[src/rtl/ps2_key_ctrl_if.sv]
// Key event stream between ps2_key_ctrl and its consumer.
//   evt_valid  : event FIFO holds at least one entry
//   evt_code   : scan code of the head event (0 when empty)
//   evt_ext    : head event carried an E0 prefix
//   evt_break  : head event is a key release (F0 prefix)
//   evt_ready  : consumer takes the head event when evt_valid is also high
// The master modport belongs to the controller, the slave modport to the consumer.
interface ps2_key_ctrl_if;
    logic       evt_valid;
    logic [7:0] evt_code;
    logic       evt_ext;
    logic       evt_break;
    logic       evt_ready;

    modport master (
        output evt_valid,
        output evt_code,
        output evt_ext,
        output evt_break,
        input  evt_ready
    );

    modport slave (
        input  evt_valid,
        input  evt_code,
        input  evt_ext,
        input  evt_break,
        output evt_ready
    );
endinterface

[src/rtl/ps2_key_ctrl.sv]
// PS/2 keyboard receiver sequencer.
// Pops bytes from the ps2_keyboard receiver FIFO through the nextdata_n
// handshake, folds E0/F0 prefixes into key events, queues the events in a
// small FIFO, tracks the key currently held and counts distinct presses.
// Ports:
//   clk, reset           : system clock, synchronous active-high reset
//   ready/data/overflow  : receiver status, head byte and overflow flag
//   nextdata_n           : active-low, one-cycle pop strobe to the receiver
//   evt                  : event stream (master side of ps2_key_ctrl_if)
//   held_valid/held_code : key currently held down (extension bit not kept)
//   press_cnt            : number of distinct presses, wraps
//   err_ovf/err_code     : sticky receiver-overflow and bad-byte flags
//   clr_err              : clears both sticky flags
module ps2_key_ctrl #(
    parameter int DEPTH = 8,
    parameter int CNT_W = 8
) (
    input  logic             clk,
    input  logic             reset,
    input  logic             ready,
    input  logic [7:0]       data,
    input  logic             overflow,
    output logic             nextdata_n,
    ps2_key_ctrl_if.master   evt,
    output logic             held_valid,
    output logic [7:0]       held_code,
    output logic [CNT_W-1:0] press_cnt,
    output logic             err_ovf,
    output logic             err_code,
    input  logic             clr_err
);
    localparam int             PTR_W    = (DEPTH > 1) ? $clog2(DEPTH) : 1;
    localparam logic [PTR_W:0] FULL_CNT = (PTR_W + 1)'(DEPTH);

    typedef enum logic [1:0] {IDLE, ACK, GAP} state_t;

    state_t             state_q, state_d;
    logic [7:0]         byte_q, byte_d;
    logic               ext_pend_q, ext_pend_d;
    logic               brk_pend_q, brk_pend_d;
    logic               nextdata_n_q, nextdata_n_d;
    logic               held_valid_q, held_valid_d;
    logic [7:0]         held_code_q, held_code_d;
    logic [CNT_W-1:0]   press_cnt_q, press_cnt_d;
    logic               err_ovf_q, err_ovf_d;
    logic               err_code_q, err_code_d;
    logic [PTR_W-1:0]   wr_ptr_q, wr_ptr_d;
    logic [PTR_W-1:0]   rd_ptr_q, rd_ptr_d;
    logic [PTR_W:0]     count_q, count_d;
    logic [9:0]         mem_q [DEPTH];

    logic               push;
    logic               pop;
    logic               bad_byte;
    logic               fifo_nonempty;
    logic [9:0]         push_word;
    logic [9:0]         head_word;

    assign fifo_nonempty = (count_q != '0);
    assign head_word     = mem_q[rd_ptr_q];
    assign pop           = fifo_nonempty && evt.evt_ready;

    // FIFO entries are {code, ext, break}; outputs read as zero when empty.
    assign evt.evt_valid = fifo_nonempty;
    assign evt.evt_code  = fifo_nonempty ? head_word[9:2] : 8'h00;
    assign evt.evt_ext   = fifo_nonempty && head_word[1];
    assign evt.evt_break = fifo_nonempty && head_word[0];

    assign nextdata_n = nextdata_n_q;
    assign held_valid = held_valid_q;
    assign held_code  = held_code_q;
    assign press_cnt  = press_cnt_q;
    assign err_ovf    = err_ovf_q;
    assign err_code   = err_code_q;

    // Pop sequencing and byte parsing. A byte is only taken from the
    // receiver when the event FIFO has room, so a push in ACK can never
    // overflow: pops in the meantime only free space.
    always_comb begin
        state_d      = state_q;
        byte_d       = byte_q;
        ext_pend_d   = ext_pend_q;
        brk_pend_d   = brk_pend_q;
        held_valid_d = held_valid_q;
        held_code_d  = held_code_q;
        press_cnt_d  = press_cnt_q;
        push         = 1'b0;
        bad_byte     = 1'b0;
        push_word    = {byte_q, ext_pend_q, brk_pend_q};

        case (state_q)
            IDLE: begin
                if (ready && (count_q < FULL_CNT)) begin
                    byte_d  = data;
                    state_d = ACK;
                end
            end
            ACK: begin
                state_d = GAP;
                case (byte_q)
                    8'hE0: ext_pend_d = 1'b1;
                    8'hF0: brk_pend_d = 1'b1;
                    8'h00, 8'hFF: begin
                        bad_byte   = 1'b1;
                        ext_pend_d = 1'b0;
                        brk_pend_d = 1'b0;
                    end
                    default: begin
                        push       = 1'b1;
                        ext_pend_d = 1'b0;
                        brk_pend_d = 1'b0;
                        // A make of the key already held is typematic repeat
                        // and must not count as a new press.
                        if (!brk_pend_q) begin
                            if (!(held_valid_q && (held_code_q == byte_q))) begin
                                press_cnt_d  = press_cnt_q + CNT_W'(1);
                                held_code_d  = byte_q;
                                held_valid_d = 1'b1;
                            end
                        end else if (held_code_q == byte_q) begin
                            held_valid_d = 1'b0;
                        end
                    end
                endcase
            end
            GAP:     state_d = IDLE;
            default: state_d = IDLE;
        endcase

        // The strobe is registered, so it is low exactly while in ACK.
        nextdata_n_d = (state_d != ACK);

        wr_ptr_d = push ? wr_ptr_q + PTR_W'(1) : wr_ptr_q;
        rd_ptr_d = pop  ? rd_ptr_q + PTR_W'(1) : rd_ptr_q;
        case ({push, pop})
            2'b10:   count_d = count_q + (PTR_W + 1)'(1);
            2'b01:   count_d = count_q - (PTR_W + 1)'(1);
            default: count_d = count_q;
        endcase

        // Setting a sticky error wins over clearing it in the same cycle.
        err_ovf_d  = overflow ? 1'b1 : (clr_err ? 1'b0 : err_ovf_q);
        err_code_d = bad_byte ? 1'b1 : (clr_err ? 1'b0 : err_code_q);
    end

    // Reset drops any byte caught mid-ACK: no push and the strobe returns high.
    always_ff @(posedge clk) begin
        if (reset) begin
            state_q      <= IDLE;
            byte_q       <= 8'h00;
            ext_pend_q   <= 1'b0;
            brk_pend_q   <= 1'b0;
            nextdata_n_q <= 1'b1;
            held_valid_q <= 1'b0;
            held_code_q  <= 8'h00;
            press_cnt_q  <= '0;
            err_ovf_q    <= 1'b0;
            err_code_q   <= 1'b0;
            wr_ptr_q     <= '0;
            rd_ptr_q     <= '0;
            count_q      <= '0;
        end else begin
            state_q      <= state_d;
            byte_q       <= byte_d;
            ext_pend_q   <= ext_pend_d;
            brk_pend_q   <= brk_pend_d;
            nextdata_n_q <= nextdata_n_d;
            held_valid_q <= held_valid_d;
            held_code_q  <= held_code_d;
            press_cnt_q  <= press_cnt_d;
            err_ovf_q    <= err_ovf_d;
            err_code_q   <= err_code_d;
            wr_ptr_q     <= wr_ptr_d;
            rd_ptr_q     <= rd_ptr_d;
            count_q      <= count_d;
            if (push) begin
                mem_q[wr_ptr_q] <= push_word;
            end
        end
    end
endmodule

[src/flat_wrapper.sv]
// flat-port wrapper written by rule: the top's interface ports become plain ports
module ps2_key_ctrl_flat 
#(
    parameter int DEPTH = 8,
    parameter int CNT_W = 8
)
  (clk, reset, ready, data, overflow, nextdata_n, held_valid, held_code, press_cnt, err_ovf, err_code, clr_err, evt_evt_valid, evt_evt_code, evt_evt_ext, evt_evt_break, evt_evt_ready);
  ps2_key_ctrl_if evt_i ();
  input  logic clk;
  input  logic reset;
  input  logic ready;
  input  logic [7:0] data;
  input  logic overflow;
  output logic nextdata_n;
  output logic held_valid;
  output logic [7:0] held_code;
  output logic [CNT_W-1:0] press_cnt;
  output logic err_ovf;
  output logic err_code;
  input  logic clr_err;
  output wire logic [$bits(evt_i.evt_valid)-1:0] evt_evt_valid;
  output wire logic [$bits(evt_i.evt_code)-1:0] evt_evt_code;
  output wire logic [$bits(evt_i.evt_ext)-1:0] evt_evt_ext;
  output wire logic [$bits(evt_i.evt_break)-1:0] evt_evt_break;
  input wire logic [$bits(evt_i.evt_ready)-1:0] evt_evt_ready;
  assign evt_evt_valid = evt_i.evt_valid;
  assign evt_evt_code = evt_i.evt_code;
  assign evt_evt_ext = evt_i.evt_ext;
  assign evt_evt_break = evt_i.evt_break;
  assign evt_i.evt_ready = evt_evt_ready;
  ps2_key_ctrl #(.DEPTH(DEPTH), .CNT_W(CNT_W)) u_core (.clk(clk), .reset(reset), .ready(ready), .data(data), .overflow(overflow), .nextdata_n(nextdata_n), .evt(evt_i), .held_valid(held_valid), .held_code(held_code), .press_cnt(press_cnt), .err_ovf(err_ovf), .err_code(err_code), .clr_err(clr_err));
endmodule
[config.mk]
export PLATFORM = sky130hd
export DESIGN_NAME = ps2_key_ctrl_flat
export DESIGN_NICKNAME = d
export VERILOG_FILES = /design/src/rtl/ps2_key_ctrl_if.sv /design/src/rtl/ps2_key_ctrl.sv /design/src/flat_wrapper.sv
export SDC_FILE = /design/constraint.sdc
export NUM_CORES = 1
export LEC_CHECK = 0
export ABC_AREA = 1
export BUFFER_PORTS_ARGS = -buffer_cell sky130_fd_sc_hd__buf_2
export CAP_MARGIN = 30
export CORE_MARGIN = 8
export CORE_UTILIZATION = 61
export DETAILED_ROUTE_END_ITERATION = 7
export PLACE_DENSITY = 0.78
export SKIP_CTS_REPAIR_TIMING = 1
export SLEW_MARGIN = 30
export SYNTH_ARGS = -nofsm -noshare
export SYNTH_HDL_FRONTEND = slang
export SYNTH_SLANG_ARGS = --single-unit
[constraint.sdc]
create_clock -name clk -period 6.3 [get_ports clk]
set_input_delay 0.63 -clock clk [delete_from_list [all_inputs] [get_ports clk]]
set_output_delay 0.63 -clock clk [all_outputs]
set_load 0.02 [all_outputs]
After elaboration in Yosys (flattened, before gate mapping)
Memories as Yosys holds them, arrays and structs flattened. A register that Yosys moved wholly into a read port is not among the register bits. Cells that the tools add are included.

$add $sub $neg: 5. Order comparisons: 1. Equal/unequal tests: 10. Muxes and demuxes: 21. Bitwise gates (word level): 5. Reduce and logical (&&, ||, !) cells: 18.

Operators by type and width (number): $eq 8x8->1 const B (3); $mux 1 (13); $add 8x1->8 const B (1); $eq 8x8->1 (1); $logic_not 8->1 (1); $mux 8 (1); $pmux 4 s2 (1); $reduce_and 4->1 (2); $add 3x1->3 const B (2); $mux 3 (2); $reduce_and 2->1 (3); $reduce_bool 2->1 (3); $logic_and 1x1->1 (5); $not 1->1 (5); $add 4x1->4 const B (1); $eq 2x1->1 const B (2); $lt 4x4->1 const B (1); $ne 2x1->1 const B (2); $pmux 1 s2 (2); $pmux 2 s2 (1); $reduce_bool 4->1 (1); $reduce_or 4->1 (1); $sub 4x1->4 const B (1); $eq 2x2->1 const B (1); other kinds (4) (4).

Register bits: 42. Bits in writable memories: 80. Input port bits: 14. Output and inout bits: 31. Word-level logic and storage cells: 74. Memories kept: 1.

Memories: u_core.mem_q (words 8, width 10, read ports 1, clocked after memory_dff 1, write ports 1, RTL line ps2_key_ctrl.sv:50) `logic [9:0] mem_q [DEPTH];`.

Depth between registers and ports, before layout
Gate-level depths: netlist (run 1).

Depth in word-level cells: 7. Mapped depth: 14. Mapped depth without buffers: 14.

Worst setup path after synthesis (run 1)
Ideal clock, no wire load.

Kind: reg2reg. From: reg u_core.byte_q[5]. To: reg u_core.count_q[3]. Library setup time: 0.122 ns. Data arrival time: 2.102 ns. Required time: 6.178 ns. Slack: 4.076 ns. Stages on the path, launching flop included: 14. Buffers on the path: 0. Period minus slack after synthesis: 2.224 ns. Cell sequence: dfxtp_1 nor2_1 nand2_2 nor2_2 nor2_4 nand3_4 ha_1 ha_1 a21oi_1 nand2_1 a21oi_1 o21ai_0 o21ai_0 a21oi_1.

Longest elaborated chain between the ends: 6. Elaborated cells between the ends (all ways): 11. Those cells by class: eq/ne (5); mux (3); reduce/logical (3).

Ends and longest elaborated chain: start, declared (RTL line ps2_key_ctrl.sv:38) `logic [7:0] byte_q, byte_d;`; start signal, assigned (RTL line ps2_key_ctrl.sv:164) `byte_q <= byte_d;`; $eq 8x8->1 / $logic_not 8->1 (equally long branches) (RTL line ps2_key_ctrl.sv:100) `case (byte_q)`; $reduce_or 4->1 (no line) (*); $mux 1 (*) (RTL line ps2_key_ctrl.sv:100); $mux 1 (*) (RTL line ps2_key_ctrl.sv:91) `case (state_q)`; $eq 2x1->1 / $eq 2x2->1 (equally long branches) (RTL line ps2_key_ctrl.sv:135) `case ({push, pop})`; $pmux 4 s2 / $reduce_bool 2->1 (equally long branches); end signal, assigned (RTL line ps2_key_ctrl.sv:175) `count_q <= count_d;`; end, declared (RTL line ps2_key_ctrl.sv:49) `logic [PTR_W:0] count_q, count_d;`.

Mark *: on every way between the ends. The rest lies on a longest branch, timed or not. A chain may end at the register's enable or synchronous reset.

==> impl_results.md, run 1 <==
* Max Root-Sink Buffers at 2
* Final number of hold-violating endpoints at 0
* Critical path class: reg -> out
* Vias in the first global route at between 3k and 4k
* Max stage delay on crit path at about 550 ps
* Endpoint class of the critical path: output pin
* Unrepaired setup endpoints after global routing: no
* Placement Rows at 34
* CP most frequent cell: nor2_1
* Vias at between 3k and 4k
* DR iter-0 viols at between 200 and 300
* CTS buffer count at 17
* Setup-failing EPs final at 0
* P&R area growth vs syn at 16.6%
* GRT overflow at 0
* Compound-gate portion of the synthesized area at 0.111
* R2R cell count at 12
* Width of the die at around 110 microns
* Hold EP: u_core.err_ovf
* Synth unique cells at 32
* Placeable Area at 8640 sq um
* Initial antenna violation count at 0
* Clk_skew at roughly 7.8 ps
* Simple-gate share of the synthesized area at 0.188
* Ys flop type: edfxtp_1
* EDFF count, synth at 80
* Cell Area, Synth at approximately 5400 sq um
* Worst Path Arrival at approximately 2500 ps
* GRT Total Usage at 0.202
* Slowest-stage cell, CP: inv_2
* Top area cells in the synthesized netlist: edfxtp_1 45%, dfxtp_1 17%, nor2_1 8.8%, o21ai_0 3.9%, o32ai_1 3.3%
* Worst-Margin Slew at just under 1000 ps
* Hold Crit Class: in -> reg
* Post-route DRC at 0
* Placer Congestion at between 0.7 and 0.8
* Xor-xnor portion of the synthesized cell area at 0.0229
* Chip height at between 100 and 150 microns
* F_max at between 0.3 and 0.4 GHz
* Flop2flop setup slack at 3480 ps
* Final min period at roughly 3100 ps
* Clock slew at reported path FFs at about 60 ps
* Pre-CTS setup slack at approximately 3300 ps
* Crit-path max FO at about 40
* Status: finished clean
* Req. time, crit path at about 5700 ps
* Share of layout cells above drive strength 1 at 0.202
* PwrDens at between 400 and 500 nW/um^2
* Crit path launch type: flop
* Max VDD drop at approximately 0.31 mV
* Global-route wire length before repair at approximately 19000 microns
* CP Cell Sequence: buf_4 > inv_2 > nor2_1 > o32ai_1 > o21ai_1 > nor2_1 > buf_2
* Commonest non-fill, non-tap cell in the layout: nor2_1
* Synth warn at 0
* Hold path start: overflow
* Cell accounting for the most synthesized area: edfxtp_1
* DRT Pass-1 Iters at 4
* Max-slew violations at 0
* FF-to-FF End: u_core.count_q[3]
* Largest family of logic cells by synthesized area: simple AND/OR/NAND/NOR gates
* Area share of the largest cell type after synthesis at 0.449
* Ports at between 40 and 50
* Multiplexer share of the synthesized area at 0
* Hold path depth at 3
* H-tree Lvls at 4
* DR WL/cell at 16.8 microns
* FFs w/ async S/R, synth at 0
* Syn_area_per_cell at just over 10 sq um
* Nets at roughly 580
* Setup_tns at 0 ps
* Post-Route WL at 11400 microns
* Adder-cell share of the synthesized area at 0.0178
* Synth Register Bits at around 130
* Largest net degree at the start of global routing at 42
* Worst skew pair latency at approximately 520 ps
* Tcrit/Tclk final at 0.492
* TritonCTS clock tree: built
* Most frequent cells in the layout: 124 x nor2_1, 80 x edfxtp_1, 46 x nand2_1
* Syn_nets at 538
* R2R Path Start: u_core.count_q[0]
* Full die area at 12000 sq um
* Sink Count at around 130
* Initial Util at 0.620
* Vias per Instance at around 5.7
* Fin Hold WS at between 300 and 400 ps
* Final WS setup at 3200 ps
* Sequential-to-total area share from yosys stat at 0.617
* Synth Instances at just over 500
* Max-cap violation count at 0
* Antenna diodes at 0
* Port buffer count at between 40 and 50
* Clk root buf: clkbuf_8
* Dpl hpwl at roughly 7400 microns
* Post-route ant nets at 0
* Relative slew slack at 0.355
* Lkg Pwr at 2.37 nW
## sequential cells by signal (all words and copies together), names as in the netlist, named ones only
| name | flops |
|---|---|
| u_core.ext_pend_q | 1 |
| u_core.count_q | 4 |
| u_core.err_ovf | 1 |
| u_core.byte_q | 8 |
| u_core.rd_ptr_q | 3 |
| u_core.mem_q | 80 |
| u_core.held_code | 8 |
| u_core.held_valid | 1 |
| u_core.press_cnt | 8 |
| u_core.err_code | 1 |
| u_core.brk_pend_q | 1 |
| u_core.nextdata_n | 1 |
| u_core.wr_ptr_q | 3 |
| u_core.state_q | 2 |
## metrics by stage
stage	cells	power [mW]	utilization	cell area, sq um
after CTS	683	2.79	0.722	6230
after floorplan	517	1.60	-	5350
after global placement	651	1.79	0.652	5630
after detailed placement	651	1.82	0.652	5630
final	683	2.78	0.723	6240
after global routing	683	2.93	0.723	6240
## power by group
group	total [mW]	internal [mW]	switching (mW)
clock network	0.975	0.611	0.364
registers	1.04	0.959	0.0849
logic	0.762	0.252	0.510
total	2.78	1.82	0.959
## layout make-up
type / count / area, sq um
inverters: 34 / 128
multi-input cells: 337 / 1840
repair buffers: 47 / 243
clock inverters: 14 / 183
well taps: 108 / 135
flip-flops and latches: 125 / 3300
clock buffers: 18 / 418
fillers: 606 / 2390
## synthesized netlist by cell type, types with 2 or more instances
master,n
nand2_1,46
nand2_2,4
nand3_1,14
o21ai_1,7
xor2_1,6
a21oi_1,19
edfxtp_1,80
clkbuf_1,16
nand3_4,2
nor2_2,3
inv_1,30
buf_1,2
ha_1,6
nor3_1,6
inv_2,4
a21oi_2,7
nor2_4,4
nand3_2,8
xnor2_1,8
o21ai_0,42
o32ai_1,20
nor2_1,126
nand3b_1,4
dfxtp_1,45
## routing by layer
metal,GRT usage,vias to the layer above,share of wire
met1,0.242,1863,0.41
met5,0,-,0
met2,0.339,135,0.50
li1,-,1878,-
met4,0.0955,0,0.023
met3,0.0481,26,0.064
## logic make-up after synthesis
group / count (synthesis)
adders and majority gates: 7
buffers and inverters: 55
and+or+nand+nor: 219
AOI/OAI and AO/OA: 97
xor gates and xnor gates: 14
DFF: 125
## critical path: cells and delay by family (launching register included)
family,cells,cell delay (ps)
DFF,1,290
and+or+nand+nor,2,300
buffers and inverters,3,1000
AOI/OAI and AO/OA,2,350
## worst max-delay path by stage
stage / depth (start not counted) / startpoint / endpoint / slack (ps)
6_report: 7 / flop / evt_evt_code[4] / 3200
5_1_grt: 7 / flop / evt_evt_code[1] / 3040
4_1_cts: 7 / flop / evt_evt_code[4] / 3230
3_5_place_dp: 4 / reset / u_core.mem_q[4][4] / 3340
3_3_place_gp: 4 / reset / u_core.mem_q[4][2] / 3460
2_1_floorplan: 13 / u_core.byte_q[5] / u_core.count_q[3] / 4080
(Power assumes the default switching activity.)
==> run 2, diff against run 1 <==
ABC_AREA = 0   (was 1)
CORE_UTILIZATION = 59   (was 61)
PLACE_DENSITY = 0.76   (was 0.78)
clock period = 3.2 ns   (was 6.3 ns; I/O delays follow)
==> run 2 against run 1 <==
  * Clock-buffer cell count decreased by 1
  * Sequential share of layout area decreased by 0.085 points
  * Via count shrank 19%
  * Global-route usage decreased by 2.2 points
  * Design area is 0.16% higher
  * Critical path type is now reg -> reg
  * Largest cell class unchanged
  * Highest routed layer unchanged
==> impl_results.md, run 2 <==
* FF-to-FF End: u_core.count_q[3]
* Global-route wire length before repair at 17500 microns (-6.0%)
* Commonest non-fill, non-tap cell in the layout: edfxtp_1
* Sequential-to-total area share from yosys stat at 0.626 (+0.00952)
* Cell accounting for the most synthesized area: edfxtp_1
* Placer Congestion at 0.794 (+0.90%)
* Worst skew pair latency at 520 ps (about the same)
* Ys flop type: edfxtp_1
* Share of layout cells above drive strength 1 at 0.308 (+0.106)
* H-tree Lvls at 4 (unchanged)
* Area share of the largest cell type after synthesis at 0.456 (+0.00692)
* CTS buffer count at 17 (unchanged)
* Vias in the first global route at 3441 (-11%)
* Antenna diodes at 0 (unchanged)
* P_int at 3.20 mW (+76%)
* Crit path max-delay family: compound AO/OA/AOI/OAI gates
* DRT Pass-1 Iters at 5 (+1)
* Worst-Margin Slew at 823 ps (-141 ps)
* Total Power at 4.61 mW (+66%)
* Synth Register Bits at 125 (unchanged)
* DR WL/cell at 19.7 microns (+18%)
* Largest net degree at the start of global routing at 66 (+57%)
* R2R Path Start: u_core.byte_q[5]
* Hold Crit Class: in -> reg
* Post-Layout Inst Area at 6250 sq um (+0.16%)
* Endpoint class of the critical path: flop
* Final min period at between 2000 and 3000 ps
* CP Depth at 11 (+4)
* P&R area growth vs syn at 18.6%
* Clk root buf: clkbuf_8
* Lkg Pwr at 2.30 nW (-3.0%)
* Tcrit/Tclk final at 0.904
* Syn_nets at 390 (-28%)
* EDFF count, synth at 80 (unchanged)
* Synth unique cells at 45 (+41%)
* GRT overflow at 0 (unchanged)
* Synth Instances at 369 (-29%)
* PwrDens at 738 nW/um^2 (+66%)
* Dpl hpwl at 6920 microns (-6.9%)
* Placement Rows at 34 (unchanged)
* Status: finished clean
* Syn_area_per_cell at 14.3 sq um (+38%)
* Routed wl met2 at 5610 microns (-1.6%)
* Setup-failing EPs final at 0 (unchanged)
* Crit-path max FO at 13 (-68%)
* Max-cap violation count at 0 (unchanged)
* Synth warn at 0 (unchanged)
* Placeable Area at 8680 sq um (+0.49%)
* Met3 WL at 499 microns (-32%)
* Initial antenna violation count at 0 (unchanged)
* Largest Register: u_core.mem_q
* Vias at 3144 (-19%)
* Max Root-Sink Buffers at 2 (unchanged)
* Sw Ratio at 0.307 (-0.0382)
* Buffer and inverter count on the worst path at 1 (-2)
* DR iter-0 viols at 186 (-29%)
* Top cells by count, synth: 80 x edfxtp_1, 45 x dfxtp_1, 36 x nor2_1, 24 x nand2_1
* Pre-CTS setup slack at 311 ps (-3030 ps)
* Post-route ant nets at 0 (unchanged)
* Finished Layout Cells at 550 (-19%)
* Port buffer count at 44 (unchanged)
* Req. time, crit path at 3650 ps (-2020 ps)
* Combinational share of power at 0.212 (-0.062)
* Post-route DRC at 0 (unchanged)
* Crit path launch type: flop
* Sequential Power Share at 0.403 (+0.028)
* Switching power total at 1.41 mW (+47%)
* GRT Total Usage at 0.180 (-0.0222)
* Top-count cell post-synth: edfxtp_1
* Worst Path Arrival at 3340 ps (+870 ps)
* F_max at approximately 0.35 GHz
* Nets at 450 (-23%)
* Flop2flop setup slack at 310 ps (-3170 ps)
* Cell Area, Synth at 5270 sq um (-1.5%)
* Max VDD drop at 0.581 mV (+89%)
* Worst Setup EP: u_core.count_q[3]
* Top area cells in the synthesized netlist: edfxtp_1 46%, dfxtp_1 17%, mux4_2 8.5%, mux2i_1 3.8%, nor2_1 2.6%
* Max reg flops at 80 (unchanged)
* Wl on met1 at 4560 microns (-3.8%)
* Chip height at 111 microns (+0.77%)
* Ports at 45 (unchanged)
* Relative slew slack at 0.451 (+0.0957)
* Slowest-stage cell, CP: dfxtp_1
* Critical path class: reg -> reg
* Width of the die at 111 microns (+0.77%)
* Final WS setup at 308 ps (-2890 ps)
* Full die area at 12200 sq um (+1.6%)
* Setup_tns at 0 ps (unchanged)
* Clock slew at reported path FFs at 60 ps (about the same)
* Max stage delay on crit path at 450 ps (-100 ps)
* Dpl cells at 518 (-20%)
* Placed inst area at 5690 sq um (+1.0%)
* FFs w/ async S/R, synth at 0 (unchanged)
* Source of the critical timing path: u_core.byte_q[5]
* Fin Hold WS at 5.52 ps (-313 ps)
* Final number of hold-violating endpoints at 0 (unchanged)
* Unrepaired setup endpoints after global routing: no
* Clk_skew at 7.86 ps (+0.0726 ps)
* R2R cell count at 11 (-1)
* TritonCTS clock tree: built
* Post-Route WL at 10800 microns (-5.2%)
* Vias per Instance at 5.72 (about the same)
* Top Metal Used: met4
* Clk pwr share at 0.385 (+0.035)
* Most frequent cells in the layout: 80 x edfxtp_1, 45 x dfxtp_1, 43 x buf_2
* Max-slew violations at 0 (unchanged)
* Initial Util at 0.608 (-0.0124)
* CP Cell Sequence: nor4_1 > a21oi_2 > o21a_4 > inv_4 > ha_1 > ha_1 > a21o_1 > a21oi_1 > xnor2_1 > or3_1 > a21oi_1
* Final Core Density at 0.721 (-0.00239)
* Sink Count at 125 (unchanged)
run 2: cell types whose count changed after synthesis, moves of 20 or more:
cell     change
nor2_1      -90
o21ai_0     -41
inv_1       -24
nand2_1     -22
mux2i_1     +20
mux4_2      +20
o32ai_1     -20
run 2: worst min-delay path by stage:
stage                     end           start  cells past startpoint  slack, ps
2_1_floorplan  u_core.err_ovf        overflow                      2        440
3_3_place_gp   u_core.err_ovf  u_core.err_ovf                      2        460
3_5_place_dp   u_core.err_ovf  u_core.err_ovf                      2        470
4_1_cts        u_core.err_ovf        overflow                      3         -3
5_1_grt        u_core.err_ovf        overflow                      3          3
6_report       u_core.err_ovf        overflow                      3          6
run 2: cells by family (layout without fill, tap and decap cells):
kind of cell / after synthesis / after routing / synth area share
AND/OR/NAND/NOR: 122 / 122 / 0.132
XOR/XNOR: 14 / 14 / 0.0233
multiplexers: 47 / 47 / 0.140
buffers and inverters: 26 / 99 / 0.0268
AO/OA/AOI/OAI: 28 / 28 / 0.0327
flip-flops: 125 / 125 / 0.626
adder cells (fa/ha/maj): 7 / 7 / 0.0180
run 2: worst min-delay path: stages:
cell and delay [ps]:
buf_2 70, a21oi_1 30, nor2_1 70
run 2: cell type report:
cell class                 instances  area [sq um]
clock inverter                    15           148
sequential                       125          3300
clock buffer                      17           414
timing repair buffer              60           343
tap                              108           135
multi-input combinational        218          1880
inverter                           7          28.8
fill                             574          2420
run 2: power by group through the flow:
stage | clock (mW) | sequential [mW] | combinational (mW)
global placement | 0 | 1.89 | 0.965
global route | 1.86 | 1.87 | 1.08
CTS | 1.80 | 1.86 | 0.997
detailed placement | 0 | 1.89 | 0.990
floorplan | 0 | 1.89 | 0.712
finish | 1.77 | 1.86 | 0.979
run 2: layer usage:
metal / vias to the layer above / track usage
met4: 0 / 0.0748
met5: - / 0
met1: 1545 / 0.208
li1: 1485 / -
met2: 96 / 0.306
met3: 18 / 0.0536
